### src/rtl/pc_trace_pkg.sv
// pc_trace_pkg: shared types for the retired-PC trace monitor.
//   SEQ_W         default sequence-tag width
//   trace_entry_t one buffered trace record {pc, seq}
//   trace_state_t monitor FSM states
//   sat_inc16     saturating 16-bit increment
`timescale 1ns/1ps
package pc_trace_pkg;

  localparam int unsigned SEQ_W = 16;

  typedef struct packed {
    logic [31:0]      pc;
    logic [SEQ_W-1:0] seq;
  } trace_entry_t;

  typedef enum logic [1:0] {TR_IDLE, TR_RUN, TR_HALTED} trace_state_t;

  function automatic logic [15:0] sat_inc16(input logic [15:0] v);
    return (v == '1) ? v : v + 16'd1;
  endfunction

endpackage

### src/rtl/pc_trace_fifo.sv
// pc_trace_fifo: synchronous FIFO of trace_entry_t.
//   CLK     in   clock, rising edge
//   RESET   in   asynchronous active-low reset
//   clear   in   synchronous flush (wins over push/pop)
//   push    in   write request for din
//   pop     in   read request; ignored when empty
//   din     in   entry to write
//   head    out  current head entry; holds the last popped entry while empty
//   empty   out  no entries stored
//   push_ok out  push accepted this cycle (not full, or full with a pop)
`timescale 1ns/1ps
module pc_trace_fifo
  import pc_trace_pkg::*;
#(
  parameter int unsigned DEPTH = 16
) (
  input  logic         CLK,
  input  logic         RESET,
  input  logic         clear,
  input  logic         push,
  input  logic         pop,
  input  trace_entry_t din,
  output trace_entry_t head,
  output logic         empty,
  output logic         push_ok
);

  localparam int unsigned AW = $clog2(DEPTH);

  trace_entry_t mem [DEPTH];
  trace_entry_t hold_q;
  logic [AW:0]  wr_ptr;
  logic [AW:0]  rd_ptr;
  logic         full;
  logic         pop_ok;

  assign empty   = (wr_ptr == rd_ptr);
  assign full    = (wr_ptr[AW] != rd_ptr[AW]) && (wr_ptr[AW-1:0] == rd_ptr[AW-1:0]);
  assign pop_ok  = pop & ~empty;
  assign push_ok = push & (~full | pop_ok);

  always_ff @(posedge CLK or negedge RESET) begin
    if (!RESET) begin
      wr_ptr <= '0;
      rd_ptr <= '0;
      hold_q <= '0;
    end else if (clear) begin
      wr_ptr <= '0;
      rd_ptr <= '0;
      hold_q <= '0;
    end else begin
      if (push_ok) wr_ptr <= wr_ptr + 1'b1;
      if (pop_ok) begin
        rd_ptr <= rd_ptr + 1'b1;
        hold_q <= mem[rd_ptr[AW-1:0]];
      end
    end
  end

  // Storage is not reset; pointers alone define which slots are live.
  always_ff @(posedge CLK) begin
    if (push_ok && !clear) mem[wr_ptr[AW-1:0]] <= din;
  end

  // Once drained, present the last popped entry so the outputs stay stable.
  assign head = empty ? hold_q : mem[rd_ptr[AW-1:0]];

endmodule

### src/rtl/pc_trace_monitor.sv
// pc_trace_monitor: buffers the retired-PC stream with sequence tags, counts
// retires, and flags end of test when one PC retires HALT_REPEAT times in a row.
//   CLK             in   clock, rising edge
//   RESET           in   asynchronous active-low reset
//   in_pc_enable    in   retire strobe
//   in_pc           in   retired PC
//   in_clear        in   sync clear of FIFO, counters, halt and overflow
//   in_ready        in   consumer accepts the head entry
//   out_valid       out  head entry valid
//   out_pc/out_seq  out  head entry
//   out_halted      out  sticky halt flag; out_halt_pc holds the halting PC
//   out_overflow    out  sticky: a retire was dropped on a full FIFO
//   out_drop_count  out  dropped retires, saturating
//   out_retired_cnt out  retires observed while running, wrapping
// Build option: define PC_TRACE_DISPLAY_EN to print trace events in simulation.
`timescale 1ns/1ps
module pc_trace_monitor
  import pc_trace_pkg::trace_entry_t, pc_trace_pkg::trace_state_t,
         pc_trace_pkg::TR_IDLE, pc_trace_pkg::TR_RUN, pc_trace_pkg::TR_HALTED,
         pc_trace_pkg::sat_inc16;
#(
  parameter int unsigned DEPTH       = 16,
  parameter int unsigned SEQ_W       = pc_trace_pkg::SEQ_W,
  parameter int unsigned HALT_REPEAT = 4
) (
  input  logic             CLK,
  input  logic             RESET,
  input  logic             in_pc_enable,
  input  logic [31:0]      in_pc,
  input  logic             in_clear,
  input  logic             in_ready,
  output logic             out_valid,
  output logic [31:0]      out_pc,
  output logic [SEQ_W-1:0] out_seq,
  output logic             out_halted,
  output logic [31:0]      out_halt_pc,
  output logic             out_overflow,
  output logic [15:0]      out_drop_count,
  output logic [31:0]      out_retired_cnt
);

  localparam int unsigned RPT_W = $clog2(HALT_REPEAT + 1);

  trace_state_t     state_q;
  logic [SEQ_W-1:0] seq_q;
  logic [31:0]      last_pc_q;
  logic [RPT_W-1:0] rpt_q;
  logic [RPT_W-1:0] rpt_next;
  logic             halt_hit;
  logic             capture;
  logic             pop;
  logic             push_ok;
  logic             empty;
  logic             drop;
  trace_entry_t     din;
  trace_entry_t     head;

  assign capture = in_pc_enable & ~in_clear & (state_q != TR_HALTED);
  assign pop     = out_valid & in_ready & ~in_clear;
  assign drop    = capture & ~push_ok;

  // rpt_q == 0 marks "no previous retire" so a first PC of 0 is not a repeat.
  always_comb begin
    rpt_next = RPT_W'(1);
    if (rpt_q != '0 && in_pc == last_pc_q)
      rpt_next = (rpt_q == RPT_W'(HALT_REPEAT)) ? rpt_q : rpt_q + 1'b1;
    halt_hit = (rpt_next == RPT_W'(HALT_REPEAT));
  end

  assign din.pc  = in_pc;
  assign din.seq = seq_q;

  pc_trace_fifo #(.DEPTH(DEPTH)) u_fifo (
    .CLK     (CLK),
    .RESET   (RESET),
    .clear   (in_clear),
    .push    (capture),
    .pop     (pop),
    .din     (din),
    .head    (head),
    .empty   (empty),
    .push_ok (push_ok)
  );

  assign out_valid = ~empty;
  assign out_pc    = head.pc;
  assign out_seq   = head.seq;

  always_ff @(posedge CLK or negedge RESET) begin
    if (!RESET) begin
      state_q         <= TR_IDLE;
      seq_q           <= '0;
      last_pc_q       <= '0;
      rpt_q           <= '0;
      out_halted      <= 1'b0;
      out_halt_pc     <= '0;
      out_overflow    <= 1'b0;
      out_drop_count  <= '0;
      out_retired_cnt <= '0;
    end else if (in_clear) begin
      state_q         <= TR_IDLE;
      seq_q           <= '0;
      last_pc_q       <= '0;
      rpt_q           <= '0;
      out_halted      <= 1'b0;
      out_halt_pc     <= '0;
      out_overflow    <= 1'b0;
      out_drop_count  <= '0;
      out_retired_cnt <= '0;
    end else if (capture) begin
      seq_q           <= seq_q + 1'b1;
      out_retired_cnt <= out_retired_cnt + 32'd1;
      last_pc_q       <= in_pc;
      rpt_q           <= rpt_next;
      if (halt_hit) begin
        state_q     <= TR_HALTED;
        out_halted  <= 1'b1;
        out_halt_pc <= in_pc;
      end else begin
        state_q <= TR_RUN;
      end
      if (drop) begin
        out_overflow   <= 1'b1;
        out_drop_count <= sat_inc16(out_drop_count);
      end
    end
  end

`ifdef PC_TRACE_DISPLAY_EN
  always_ff @(posedge CLK) begin
    if (RESET && capture) begin
      if (push_ok) $write("[Trace] seq %0d pc %h\n", seq_q, in_pc);
      else         $write("[Trace] drop %h\n", in_pc);
      if (halt_hit) $write("[Trace] halted at %h\n", in_pc);
    end
  end
`else
`endif

endmodule

### config.mk
export PLATFORM = sky130hd
export DESIGN_NAME = pc_trace_monitor
export DESIGN_NICKNAME = d
export VERILOG_FILES = /design/src/rtl/pc_trace_pkg.sv /design/src/rtl/pc_trace_fifo.sv /design/src/rtl/pc_trace_monitor.sv
export SDC_FILE = /design/constraint.sdc
export NUM_CORES = 1
export LEC_CHECK = 0
export CAP_MARGIN = 15
export CORE_ASPECT_RATIO = 0.6
export CORE_MARGIN = 5
export CORE_UTILIZATION = 50
export CTS_CLUSTER_DIAMETER = 200
export CTS_CLUSTER_SIZE = 25
export DETAILED_ROUTE_END_ITERATION = 12
export HOLD_SLACK_MARGIN = 0.08
export PLACE_DENSITY = 0.68
export SLEW_MARGIN = 20
export SYNTH_ARGS = -nofsm -noshare
export SYNTH_HDL_FRONTEND = slang
export SYNTH_SLANG_ARGS = --single-unit
### constraint.sdc
create_clock -name CLK -period 5.2 [get_ports CLK]
set_clock_uncertainty 0.05 [all_clocks]
set_input_delay 0.78 -clock CLK [delete_from_list [all_inputs] [get_ports CLK]]
set_output_delay 0.78 -clock CLK [all_outputs]
set_load 0.005 [all_outputs]
Yosys cells after proc, flatten, opt, wreduce, memory -nomap -nowiden --
Memories as Yosys holds them, arrays and structs flattened. Index checks and enable logic that the tools add are counted. W data, S select, Z words.
Word-level totals: memories kept 1, word-level logic and storage cells 89, bits in writable memories 768, input bits 37, bits in registers 193, output and inout port bits 131
Operators by class: bitwise logic cells 12, reduce and logical (&&, ||, !) cells 13, multiplexer cells 35, equal/unequal tests 9, add/subtract/negate cells 6
Memories:
- u_fifo.mem | words 16, width 48, read ports 1, clocked after memory_dff 0, write ports 1, RTL line pc_trace_fifo.sv:30 | trace_entry_t mem [DEPTH];
Operators with widths (count):
- $mux W32 | 7
- $mux W48 | 3
- $mux W16 | 6
- $add A16 B1 Y16 const B | 2
- $add A32 B1 Y32 const B | 1
- $eq A32 B32 Y1 | 1
- $mux W5 | 4
- $eq A16 B16 Y1 const B | 1
- $mux W3 | 4
- $add A5 B1 Y5 const B | 2
- $reduce_bool A2 Y1 | 5
- $mux W1 | 8
- $and A1 B1 Y1 | 7
- $eq A3 B3 Y1 const B | 2
- $mux W2 | 3
- $eq A5 B5 Y1 | 1
- $eq A4 B4 Y1 | 1
- $ne A2 B2 Y1 const B | 2
- $not A1 Y1 | 4
- $reduce_and A2 Y1 | 2
- $add A3 B1 Y3 const B | 1
- $logic_and A1 B1 Y1 | 3
- $reduce_and A3 Y1 | 1
- $reduce_bool A3 Y1 | 1
- 3 further kinds | 3

Logic depth before layout (Yosys ltp) --
word-level depth 12, mapped depth 9, mapped depth without buffers 7

Cells and area by module --
A second synthesis with hierarchy kept.
Second synthesis, totals: cells, all modules 2338, area total of the unflattened synthesis 39232.6 sq um
By module, submodules not included:
- pc_trace_fifo | area each 32419.8 sq um, cells each 1633, times used 1
- pc_trace_monitor | area each 6812.8 sq um, cells each 705, times used 1

Worst setup path before layout --
OpenSTA, ideal clock, no wires.
kind input to register, start point in in_pc_enable, end point mem u_fifo.mem[3][0] in the netlist's numbering (enable), setup slack -0.163 ns, stages 5, setup time 0.513 ns, arrival time 4.800 ns, cells stage by stage clkbuf_1 -> inv_1 -> nor3_1 -> o211ai_1 -> nor3_1
Between the ends: word-level cells in the longest chain between the ends 6
RTL lines:
- from (decl) | RTL line pc_trace_monitor.sv:28 | input logic in_pc_enable,
- $and A1 B1 Y1 (2 in series) | RTL line pc_trace_monitor.sv:58 | assign capture = in_pc_enable & ~in_clear & (state_q != TR_HALTED);
- $and A1 B1 Y1 | RTL line pc_trace_fifo.sv:40 | assign push_ok = push & (~full | pop_ok);
- $logic_and A1 B1 Y1 | RTL line pc_trace_fifo.sv:62 | if (push_ok && !clear) mem[wr_ptr[AW-1:0]] <= din;
- $mux W1 | RTL line pc_trace_fifo.sv:62
- $mux W1 (implied by the code) | RTL line pc_trace_fifo.sv:62
- to (decl) | RTL line pc_trace_fifo.sv:30
Every way passes these cells.

Worst setup path in the final report --
start point reg u_fifo.rd_ptr[1], end point out out_seq[10]
Between the ends: word-level cells in the longest chain between the ends 2, elaborated cells on any way between the ends 3, classes of those cells 1 x eq/ne; 1 x mux; 1 x memory
RTL lines:
- from (decl) | RTL line pc_trace_fifo.sv:33 | logic [AW:0] rd_ptr;
- from (signal assigned) | RTL line pc_trace_fifo.sv:54 | rd_ptr <= rd_ptr + 1'b1;
- $mem_v2 Z16 W48 or $eq A5 B5 Y1 (tied branches)
- $mux W48 (*) | RTL line pc_trace_fifo.sv:66 | assign head = empty ? hold_q : mem[rd_ptr[AW-1:0]];
- to (decl) | RTL line pc_trace_monitor.sv:34 | output logic [SEQ_W-1:0] out_seq,
Mark *: on every way between the ends. The rest lies on a longest branch, timed or not.

==> impl_metrics.py <==
metrics = {
    "routing": {
        "vias": 22553,
        "drcViolationCount": 0,
        "routed.top_layer": "met4",
        "drt_iter0_drc": 2596,
        "dr.pass1.iters": 5,
        "wl_met2_mm": 43.7,
        "ant_nets": 0,
        "wirelength_met1_mm": 43.9,
        "viasPerCell": 6.18,
        "wl_met3_mm": 9.88,
        "wirelength_mm": 99.1,
        "wl_per_cell_um": 27.2,
    },
    "synth": {
        "syn_area_per_cell_um2": 16.2,
        "synth.distinct_cells": 52,
        "ys_seq_area_frac": 0.717,
        "synth_area_um2": 38900,
        "synth-seq-cells": 961,
        "netlist_instances": 2402,
        "synthesis.nets": 2449,
        "synth_edf_count": 768,
        "synth-main-ff-cell": "edfxtp_1",
        "yosysWarnings": 0,
        "async_reset_ff_frac": 0.201,
    },
    "grt": {
        "grt_pass1_wl_mm": 145,
        "gr-total-overflow": 0,
        "grt_max_degree": 99,
        "antenna_found_initial": 3,
        "grt_pass1_vias": 22031,
        "grt_use_total": 0.234,
    },
    "setup_path": {
        "cp-start-kind": "register",
        "cp_num_buf_inv": 2,
        "critPathTopFamily": "compound AO/OA/AOI/OAI gates",
        "rr_startpoint": "u_fifo.rd_ptr[1]",
        "cp_slowest_cell": "dfrtp_4",
        "rr_endpoint": "u_fifo.mem[9][27]",
        "critPathMostFrequentCell": "a221oi_1",
        "reg2reg_slack_ps": 1810,
        "arrival_ps": 4020,
        "cp_max_fo": 40,
        "worstPathCellList": "and2_4, buf_4, a221oi_1, o21a_1, a221oi_1, a21oi_1, clkdlybuf4s50_1",
        "path_class": "register to output pin",
        "reg2regPathDepth": 5,
        "cp_slowest_stage_delay_ps": 840,
        "cp-end-kind": "output pin",
        "required_ps": 4370,
    },
    "clock_network": {
        "insertion_delay_ps": 640,
        "cts_setup_buffers": 0,
        "clock-sinks": 961,
        "cts_tree": "built",
        "cts_buffers": 44,
        "ctsResizeCount": 0,
        "cts_hold_buf": 0,
        "clk_pin_slew_ps": 100,
        "htree_levels": 2,
        "cts_root_buf": "clkbuf_16",
        "clk_path_buf_depth": 3,
    },
    "die": {
        "initial_core_util": 0.503,
        "placeableCoreArea_um2": 77300,
        "fp.dieH_um": 226,
        "fp.dieW_um": 370,
        "std_cell_rows": 79,
        "die_area_um2": 83600,
        "io_pins": 168,
    },
    "place": {
        "dp_hpwl_mm": 59.3,
        "dp_cells": 3568,
        "routabilityCongestion": 0.826,
        "port_buffers": 167,
    },
    "sta": {
        "post-route-period-util": 0.933,
        "slew_viol_final": 0,
        "relSlewSlack": 0.257,
        "hold_viol_final": 0,
        "period_needed_ps": 4850,
        "fmax_ghz": 0.206,
        "rsz0062_at_grt": "no",
        "final.setup.tns_ps": 0,
        "tightest_slew_ps": 1110,
        "finalSetupViolations": 0,
    },
    "flow_run": {
        "cap_viol_max_count": 0,
    },
    "power_and_ir_drop": {
        "power.total_mw": 15.2,
        "power_density_nw_per_um2": 350,
        "leakage_nw": 14.4,
        "irDropWorstVdd_mv": 0.264,
    },
    "final_layout": {
        "area_delta_synth_final_pct": 12.0,
        "nets": 2608,
        "instances_no_fill": 3651,
        "drive_gt1_frac": 0.117,
    },
    "worst_hold_path": {
        "hold_path_class": "primary input to asynchronous set/reset pin",
    },
    "outcome": {
        "status": "finished, final reports clean",
    },
}
## registers in the layout, indices dropped and copies added (netlist names), 3 cells and up
| signal | count |
|---|---|
| out_halt_pc | 32 |
| u_fifo.mem | 768 |
| u_fifo.hold_q | 48 |
| out_retired_cnt | 32 |
| seq_q | 16 |
| out_drop_count | 16 |
| u_fifo.rd_ptr | 5 |
| u_fifo.wr_ptr | 5 |
| rpt_q | 3 |
| last_pc_q | 32 |
## area by class of cell
cell class / instances / area, um^2
Clock inverter: 3 / 33.8
Timing Repair Buffer: 261 / 2630
Inverter: 85 / 319
Multi-Input combinational cell: 1208 / 10100
Fill cell: 5936 / 33700
Clock buffer: 78 / 1250
Antenna cell: 2 / 5.00
Tap cell: 1053 / 1320
Sequential cell: 961 / 27900
## logic make-up after synthesis
kind of cell	count (synthesis)	share of synthesized area
flip-flops	961	0.717
AO/OA/AOI/OAI	481	0.0873
AND/OR/NAND/NOR	349	0.0439
multiplexers	293	0.106
buffers and inverters	233	0.0251
XOR/XNOR	75	0.0169
adder cells (fa/ha/maj)	10	0.00322
## per-stage QoR
step                utilization  instance area, um^2  setup slack [ps]  hold slack, ps
CTS                       0.563                43500               349             198
detailed placement        0.547                42300              1060             452
global placement          0.547                42300              1020             444
global route              0.563                43500               204             229
finish                    0.563                43500               347             183
floorplan                     -                38900              1010             428
## worst max path at each step
| stage | start | end | slack (ps) | depth (start not counted) |
|---|---|---|---|---|
| 2_1_floorplan | in_pc_enable | u_fifo.mem[7][0] | 1010 | 5 |
| 3_3_place_gp | u_fifo.rd_ptr[1] | out_seq[7] | 1020 | 7 |
| 3_5_place_dp | u_fifo.rd_ptr[1] | out_seq[8] | 1060 | 7 |
| 4_1_cts | u_fifo.rd_ptr[1] | out_seq[8] | 350 | 7 |
| 5_1_grt | u_fifo.rd_ptr[0] | out_pc[27] | 200 | 6 |
| 6_report | u_fifo.rd_ptr[1] | out_seq[10] | 350 | 7 |
## report_power, final
| group | total, mW | switching (mW) | internal (mW) | leakage, nW |
|---|---|---|---|---|
| combinational | 2.64 | 1.40 | 1.24 | 4.14 |
| sequential | 8.55 | 0.121 | 8.43 | 9.64 |
| clock | 4.03 | 2.36 | 1.67 | 0.610 |
## cells in the final DEF, fill, tap and decap left out, drive strengths merged, types with 26 or more instances in the layout
cell type      synthesis  layout
nor2                  94      94
inv                   85      88
xnor2                 43      43
nand2                 99      99
nand3                 26      26
mux4                  96      96
o21a                  49      49
edfxtp               768     768
clkbuf                92      78
clkdlybuf4s50          0     165
o22ai                 32      32
a21oi                162     162
a221oi               144     144
xor2                  32      32
mux2i                195     195
dfrtp                193     193
o21ai                 66      66
buf                   56      96
## cell usage after synthesis, types with 17 or more instances
cell	count	share of area
buf_2	38	0.0049
xnor2_1	43	0.0097
o22ai_2	28	0.0090
mux2i_1	195	0.050
o21a_1	49	0.0095
xor2_1	32	0.0072
nand2_1	99	0.0096
clkbuf_1	92	0.0089
dfrtp_1	193	0.12
a21oi_1	162	0.021
nand3_1	26	0.0033
mux4_2	96	0.056
inv_1	85	0.0082
a221oi_1	144	0.032
edfxtp_1	768	0.59
o21ai_0	66	0.0085
nor3_1	20	0.0026
nor2_1	94	0.0091
nand4_1	17	0.0027
and3_1	20	0.0032
or3_1	17	0.0027
## routing by layer
| metal | GRT usage | vias up |
|---|---|---|
| met5 | 0 | - |
| met1 | 0.361 | 11676 |
| met4 | 0.0468 | 0 |
| met3 | 0.0569 | 119 |
| met2 | 0.342 | 1071 |
| li1 | - | 9687 |
No activity file was read; power rests on OpenSTA's default activity.
